**config.mk**
```make
export PLATFORM = sky130hd
export DESIGN_NAME = led_pattern_pwm
export DESIGN_NICKNAME = d
export VERILOG_FILES = /design/src/rtl/led_pattern_pwm.sv
export SDC_FILE = /design/constraint.sdc
export NUM_CORES = 1
export LEC_CHECK = 0
export BUFFER_PORTS_ARGS = -buffer_cell sky130_fd_sc_hd__buf_2
export CAP_MARGIN = 20
export CORE_AREA = 2 2 81 83
export CTS_BUF_LIST = sky130_fd_sc_hd__clkbuf_8
export DETAILED_ROUTE_END_ITERATION = 10
export DIE_AREA = 0 0 83 85
export PLACE_DENSITY_LB_ADDON = 0.12
export SLEW_MARGIN = 20
export SYNTH_ARGS = -nofsm -noshare
export SYNTH_HDL_FRONTEND = slang
export SYNTH_SLANG_ARGS = --single-unit
```
**constraint.sdc**
```tcl
create_clock -name clk -period 4.2 [get_ports clk]
set_clock_uncertainty 0.05 [all_clocks]
set_input_delay 0 -clock clk [delete_from_list [all_inputs] [get_ports clk]]
set_output_delay 0 -clock clk [all_outputs]
set_load 0.1 [all_outputs]
```
**src/rtl/led_pattern_pwm.sv**
```systemverilog
// Multi-channel LED pattern generator (alternate/chase/bounce/breathe) with PWM brightness.
// Optional build macro LED_GAMMA_EN squares the duty for perceptual dimming.
module led_pattern_pwm #(
    parameter int CLK_FREQ = 25_000_000,
    parameter int NUM_LEDS = 8,
    parameter int PWM_BITS = 8,
    parameter int STEP_MS  = 250
) (
    input  logic                clk,
    input  logic                rst_n,
    input  logic                enable,
    input  logic [1:0]          mode,
    output logic [NUM_LEDS-1:0] leds,
    output logic                step_pulse
);

    localparam int STEP_CYCLES = CLK_FREQ / 1000 * STEP_MS;
    localparam int PRE_W = (STEP_CYCLES > 1) ? $clog2(STEP_CYCLES) : 1;
    localparam logic [PRE_W-1:0]    PRE_LAST = PRE_W'(STEP_CYCLES - 1);
    localparam logic [PWM_BITS-1:0] DUTY_MAX = '1;
    localparam logic [NUM_LEDS-1:0] ONE_HOT  = NUM_LEDS'(1);

    typedef enum logic [1:0] {
        MODE_ALT     = 2'd0,
        MODE_CHASE   = 2'd1,
        MODE_BOUNCE  = 2'd2,
        MODE_BREATHE = 2'd3
    } mode_t;

    typedef enum logic {
        DIR_UP   = 1'b0,
        DIR_DOWN = 1'b1
    } dir_t;

    function automatic logic [NUM_LEDS-1:0] alt_mask();
        logic [NUM_LEDS-1:0] m;
        for (int i = 0; i < NUM_LEDS; i++) m[i] = (i % 2 == 0);
        return m;
    endfunction

    localparam logic [NUM_LEDS-1:0] ALT_INIT = alt_mask();

    mode_t               mode_q, mode_q_nxt;
    dir_t                dir, dir_nxt;
    logic [NUM_LEDS-1:0] mask, mask_nxt;
    logic [PWM_BITS-1:0] duty, duty_nxt;
    logic [PWM_BITS-1:0] pwm_cnt, pwm_cnt_nxt;
    logic [PRE_W-1:0]    prescaler, prescaler_nxt;
    logic [NUM_LEDS-1:0] leds_nxt;
    logic                step_nxt;
    logic [PWM_BITS-1:0] duty_eff;

`ifdef LED_GAMMA_EN
    logic [2*PWM_BITS-1:0] duty_sq;
    assign duty_sq  = {{PWM_BITS{1'b0}}, duty} * {{PWM_BITS{1'b0}}, duty};
    assign duty_eff = PWM_BITS'(duty_sq >> PWM_BITS);
`else
    assign duty_eff = duty;
`endif

    always_ff @(posedge clk) begin
        if (!rst_n) begin
            mode_q     <= MODE_ALT;
            dir        <= DIR_UP;
            mask       <= ALT_INIT;
            duty       <= DUTY_MAX;
            pwm_cnt    <= '0;
            prescaler  <= '0;
            leds       <= '0;
            step_pulse <= 1'b0;
        end else begin
            mode_q     <= mode_q_nxt;
            dir        <= dir_nxt;
            mask       <= mask_nxt;
            duty       <= duty_nxt;
            pwm_cnt    <= pwm_cnt_nxt;
            prescaler  <= prescaler_nxt;
            leds       <= leds_nxt;
            step_pulse <= step_nxt;
        end
    end

    always_comb begin
        mode_q_nxt    = mode_q;
        dir_nxt       = dir;
        mask_nxt      = mask;
        duty_nxt      = duty;
        pwm_cnt_nxt   = pwm_cnt;
        prescaler_nxt = prescaler;
        step_nxt      = 1'b0;
        leds_nxt      = (enable && (pwm_cnt < duty_eff)) ? mask : '0;

        if (enable) pwm_cnt_nxt = pwm_cnt + PWM_BITS'(1);

        // A mode change re-initialises the pattern even while disabled and wins over a step.
        if (mode != mode_q) begin
            mode_q_nxt    = mode_t'(mode);
            prescaler_nxt = '0;
            dir_nxt       = DIR_UP;
            case (mode_t'(mode))
                MODE_ALT:     begin mask_nxt = ALT_INIT; duty_nxt = DUTY_MAX; end
                MODE_CHASE:   begin mask_nxt = ONE_HOT;  duty_nxt = DUTY_MAX; end
                MODE_BOUNCE:  begin mask_nxt = ONE_HOT;  duty_nxt = DUTY_MAX; end
                MODE_BREATHE: begin mask_nxt = '1;       duty_nxt = '0;       end
            endcase
        end else if (enable) begin
            if (prescaler == PRE_LAST) begin
                prescaler_nxt = '0;
                step_nxt      = 1'b1;
                case (mode_q)
                    MODE_ALT:   mask_nxt = ~mask;
                    MODE_CHASE: mask_nxt = (mask << 1) | (mask >> (NUM_LEDS - 1));
                    MODE_BOUNCE: begin
                        // Turning at an end moves straight off it, so end LEDs light for one step.
                        if (NUM_LEDS > 1) begin
                            if (dir == DIR_UP) begin
                                if (mask[NUM_LEDS-1]) begin
                                    mask_nxt = mask >> 1;
                                    dir_nxt  = DIR_DOWN;
                                end else begin
                                    mask_nxt = mask << 1;
                                end
                            end else begin
                                if (mask[0]) begin
                                    mask_nxt = mask << 1;
                                    dir_nxt  = DIR_UP;
                                end else begin
                                    mask_nxt = mask >> 1;
                                end
                            end
                        end
                    end
                    MODE_BREATHE: begin
                        if (dir == DIR_UP) begin
                            if (duty == DUTY_MAX) begin
                                duty_nxt = DUTY_MAX - PWM_BITS'(1);
                                dir_nxt  = DIR_DOWN;
                            end else begin
                                duty_nxt = duty + PWM_BITS'(1);
                            end
                        end else begin
                            if (duty == '0) begin
                                duty_nxt = PWM_BITS'(1);
                                dir_nxt  = DIR_UP;
                            end else begin
                                duty_nxt = duty - PWM_BITS'(1);
                            end
                        end
                    end
                endcase
            end else begin
                prescaler_nxt = prescaler + PRE_W'(1);
            end
        end
    end

endmodule

```
==> flow_metrics.py <==
metrics = {
    "yosys": {
        "synthCells": 386,
        "synth_edf_count": 0,
        "ys_seq_area_share_pct": 36.0,
        "ys.flop_type": "dfxtp_1",
        "ys_ff_latch": 59,
        "avgSynthCellArea_um2": 8.50,
        "postSynth.asyncResetShare_pct": 0,
        "syn_nets": 409,
        "yosysUniqueCellTypes": 61,
        "syn_area_um2": 3280,
        "ys_warn_count": 0,
    },
    "worst_setup_path": {
        "crit_type": "input pin to flop",
        "crit_buf_inv": 3,
        "critPathTopFamily": "simple AND/OR/NAND/NOR gates",
        "cp.required_ns": 4.42,
        "worstPathArrival_ns": 2.62,
        "slowest_stage": "nand2_1",
        "start_kind": "input pin",
        "crit_path_max_fanout": 23,
        "cpPeakStageDelay_ns": 0.68,
        "cp_cell_sequence": "dlygate4sd3_1 -> buf_2 -> inv_1 -> nor3_1 -> nand2_1 -> nor2_1",
        "crit_cells": 6,
        "cp-end-kind": "flop",
        "reg2regPathDepth": 6,
    },
    "cts": {
        "post_cts_resized": 0,
        "path_clk_slew_ns": 0.07,
        "cts_tree": "done",
        "cts_setup_buffers": 0,
        "clk_latency_ns": 0.35,
        "h-tree-depth": 3,
        "clk_path_buf_depth": 2,
        "cts_sinks": 59,
        "numCtsBuffers": 9,
        "clockRootBuffer": "clkbuf_8",
        "cts_hold_buf": 3,
    },
    "global_routing": {
        "antenna_found_initial": 0,
        "grt_overflow": 0,
        "track_usage_pct": 21.4,
        "grt_pass1_wl_um": 12200,
        "grt_max_degree": 24,
        "grt_pass1_vias": 2568,
    },
    "place": {
        "post-place-ws_ns": 1.87,
        "gp_congestion": 0.947,
        "portBuffers": 13,
        "dp_hpwl_um": 4970,
    },
    "detailed_routing": {
        "drt_iter0_markers": 275,
        "vias": 2842,
        "drc_errors": 0,
        "ant_nets": 0,
        "post_drt_wl_per_cell_um": 14.9,
        "viasPerCell": 5.92,
        "first_pass_iters": 5,
        "finalWirelength_um": 7160,
    },
    "floorplanning": {
        "die_h_um": 85,
        "dieArea_um2": 7060,
        "die_x_um": 83,
        "start_util_pct": 52.9,
        "core_um2": 6200,
        "ios": 14,
        "rows": 29,
    },
    "sta": {
        "slew_headroom_pct": 48.3,
        "tns_ns": 0,
        "fin_crit_sh_pct": 57.3,
        "tightest_slew_ns": 0.774,
        "finalHoldViolCount": 0,
        "fin_ws_ns": 1.79,
        "slew_violations": 0,
        "rsz0062_at_grt": "no",
        "fmaxAchievable_mhz": 416,
        "period_minus_slack_ns": 2.41,
        "finalSetupViolations": 0,
    },
    "outcome": {
        "status": "finished, final reports clean",
    },
    "finish": {
        "diodes": 0,
        "drive_above_1_share_pct": 9.18,
        "fin_nets": 421,
        "n_fill_cell": 558,
        "area_delta_synth_final_pct": 9.84,
        "final_common_cell": "dfxtp_1",
        "mostFrequentLayoutCells": "59 x dfxtp_1, 44 x nor2_1, 23 x nand2_1",
    },
    "hold_path": {
        "hold_path.class": "input pin to flop",
        "worstHoldPathCells": 3,
    },
    "power": {
        "p_leak_nw": 1.34,
        "ir_worst_vdd_v": 0.000282,
        "power_per_cell_area_nw_per_um2": 372,
    },
    "flow_run": {
        "max-cap-violations": 0,
    },
}
-- cells by family (layout without fill, tap and decap cells) --
group | count (synthesis) | in the layout | synth area share (%)
and+or+nand+nor | 156 | 156 | 25.5
AOI/OAI and AO/OA | 82 | 82 | 18.0
DFF | 59 | 59 | 36.0
buffers and inverters | 37 | 54 | 4.57
xor gates and xnor gates | 32 | 32 | 8.54
adders and majority gates | 18 | 18 | 6.86
muxes | 2 | 2 | 0.610
-- cells in the mapped netlist (2+ instances only) --
library cell  count  area share (%)
dfxtp_1          59              36
nor2_1           44             5.0
nand2_1          23             2.6
inv_1            21             2.4
xnor2_1          21             5.6
ha_1             18             6.9
nor3_1           16             2.4
a21oi_1          14             2.1
clkbuf_1         12             1.4
nand3_1          12             1.8
nand4_1          12             2.3
o21ai_0          11             1.7
xor2_1           11             2.9
and2_1            9             1.7
nor4_1            8             1.5
o221ai_1          6             1.6
or3_1             6             1.1
a211oi_1          5             1.1
a221oi_1          5             1.3
a21o_1            4            0.92
a31oi_1           4            0.76
a41oi_1           4             1.1
and3_1            4            0.76
and4_1            4             1.1
a211o_1           3            0.80
a311oi_1          3            0.80
o211ai_1          3            0.69
o21ai_1           3            0.46
mux2i_1           2            0.61
nand2b_1          2            0.38
nor2b_1           2            0.38
nor3b_1           2            0.46
nor4b_1           2            0.53
o21a_1            2            0.46
o22ai_1           2            0.38
or4_1             2            0.46
-- state kept, by name, indices dropped and copies added, names as in the netlist --
signal / cells
pwm_cnt: 8
step_pulse: 1
mask: 8
mode_q: 2
duty: 8
leds: 8
dir: 1
prescaler: 23
-- per-stage QoR --
step	utilization (%)	instance area, µm²	power, mW	hold WS (ns)	cells
finish	58.1	3600	1.34	0.0624	480
global route	58.1	3600	1.41	0.0572	480
CTS	58.1	3600	1.35	0.0432	480
detailed placement	54.4	3380	0.839	0.242	461
global placement	54.4	3380	0.840	0.238	461
floorplan	-	3280	0.795	0.0717	386
-- power by group --
group	switching, mW	total [mW]	internal (mW)
combinational	0.152	0.218	0.0660
clock	0.232	0.510	0.277
sequential	0.0298	0.614	0.584
-- worst reg2reg max path, cell delays in order (launching register included) --
cell	delay, ns
dfxtp_1	0.40
ha_1	0.24
and4_1	0.25
nand4_1	0.18
or2_1	0.33
nand2_1	0.60
nor2_1	0.12
-- routing by layer --
| metal | part of all wire (%) | wire (µm) | track usage [%] | up-vias |
|---|---|---|---|---|
| met4 | 2.0 | 144 | 8.05 | 0 |
| met2 | 42 | 3010 | 31.7 | 85 |
| met1 | 50 | 3590 | 29.7 | 1303 |
| li1 | - | - | - | 1442 |
| met3 | 5.8 | 415 | 5.93 | 12 |
| met5 | 0 | 0 | 0 | - |
-- worst paths after layout --
check                                   end  slack [ns]                      start
setup / recovery  prescaler[5]$_SDFFE_PP0P_        1.79                      rst_n
hold / removal    prescaler[1]$_SDFFE_PP0P_        0.06                     enable
setup reg to reg  prescaler[5]$_SDFFE_PP0P_        1.90  prescaler[0]$_SDFFE_PP0P_
hold reg to reg     pwm_cnt[7]$_SDFFE_PN0P_        0.45    pwm_cnt[7]$_SDFFE_PN0P_
-- layout make-up --
type                    count  area, µm²  share of cell area, %
clock buffers              13        179                   4.96
inverters                  22       82.6                   2.29
well taps                  77       96.3                   2.67
clock inverters             3       20.0                  0.555
multi-input cells         290       1950                   54.1
flip-flops and latches     59       1180                   32.8
repair buffers             16       95.1                   2.64
No activity file was read; power rests on OpenSTA's default activity.
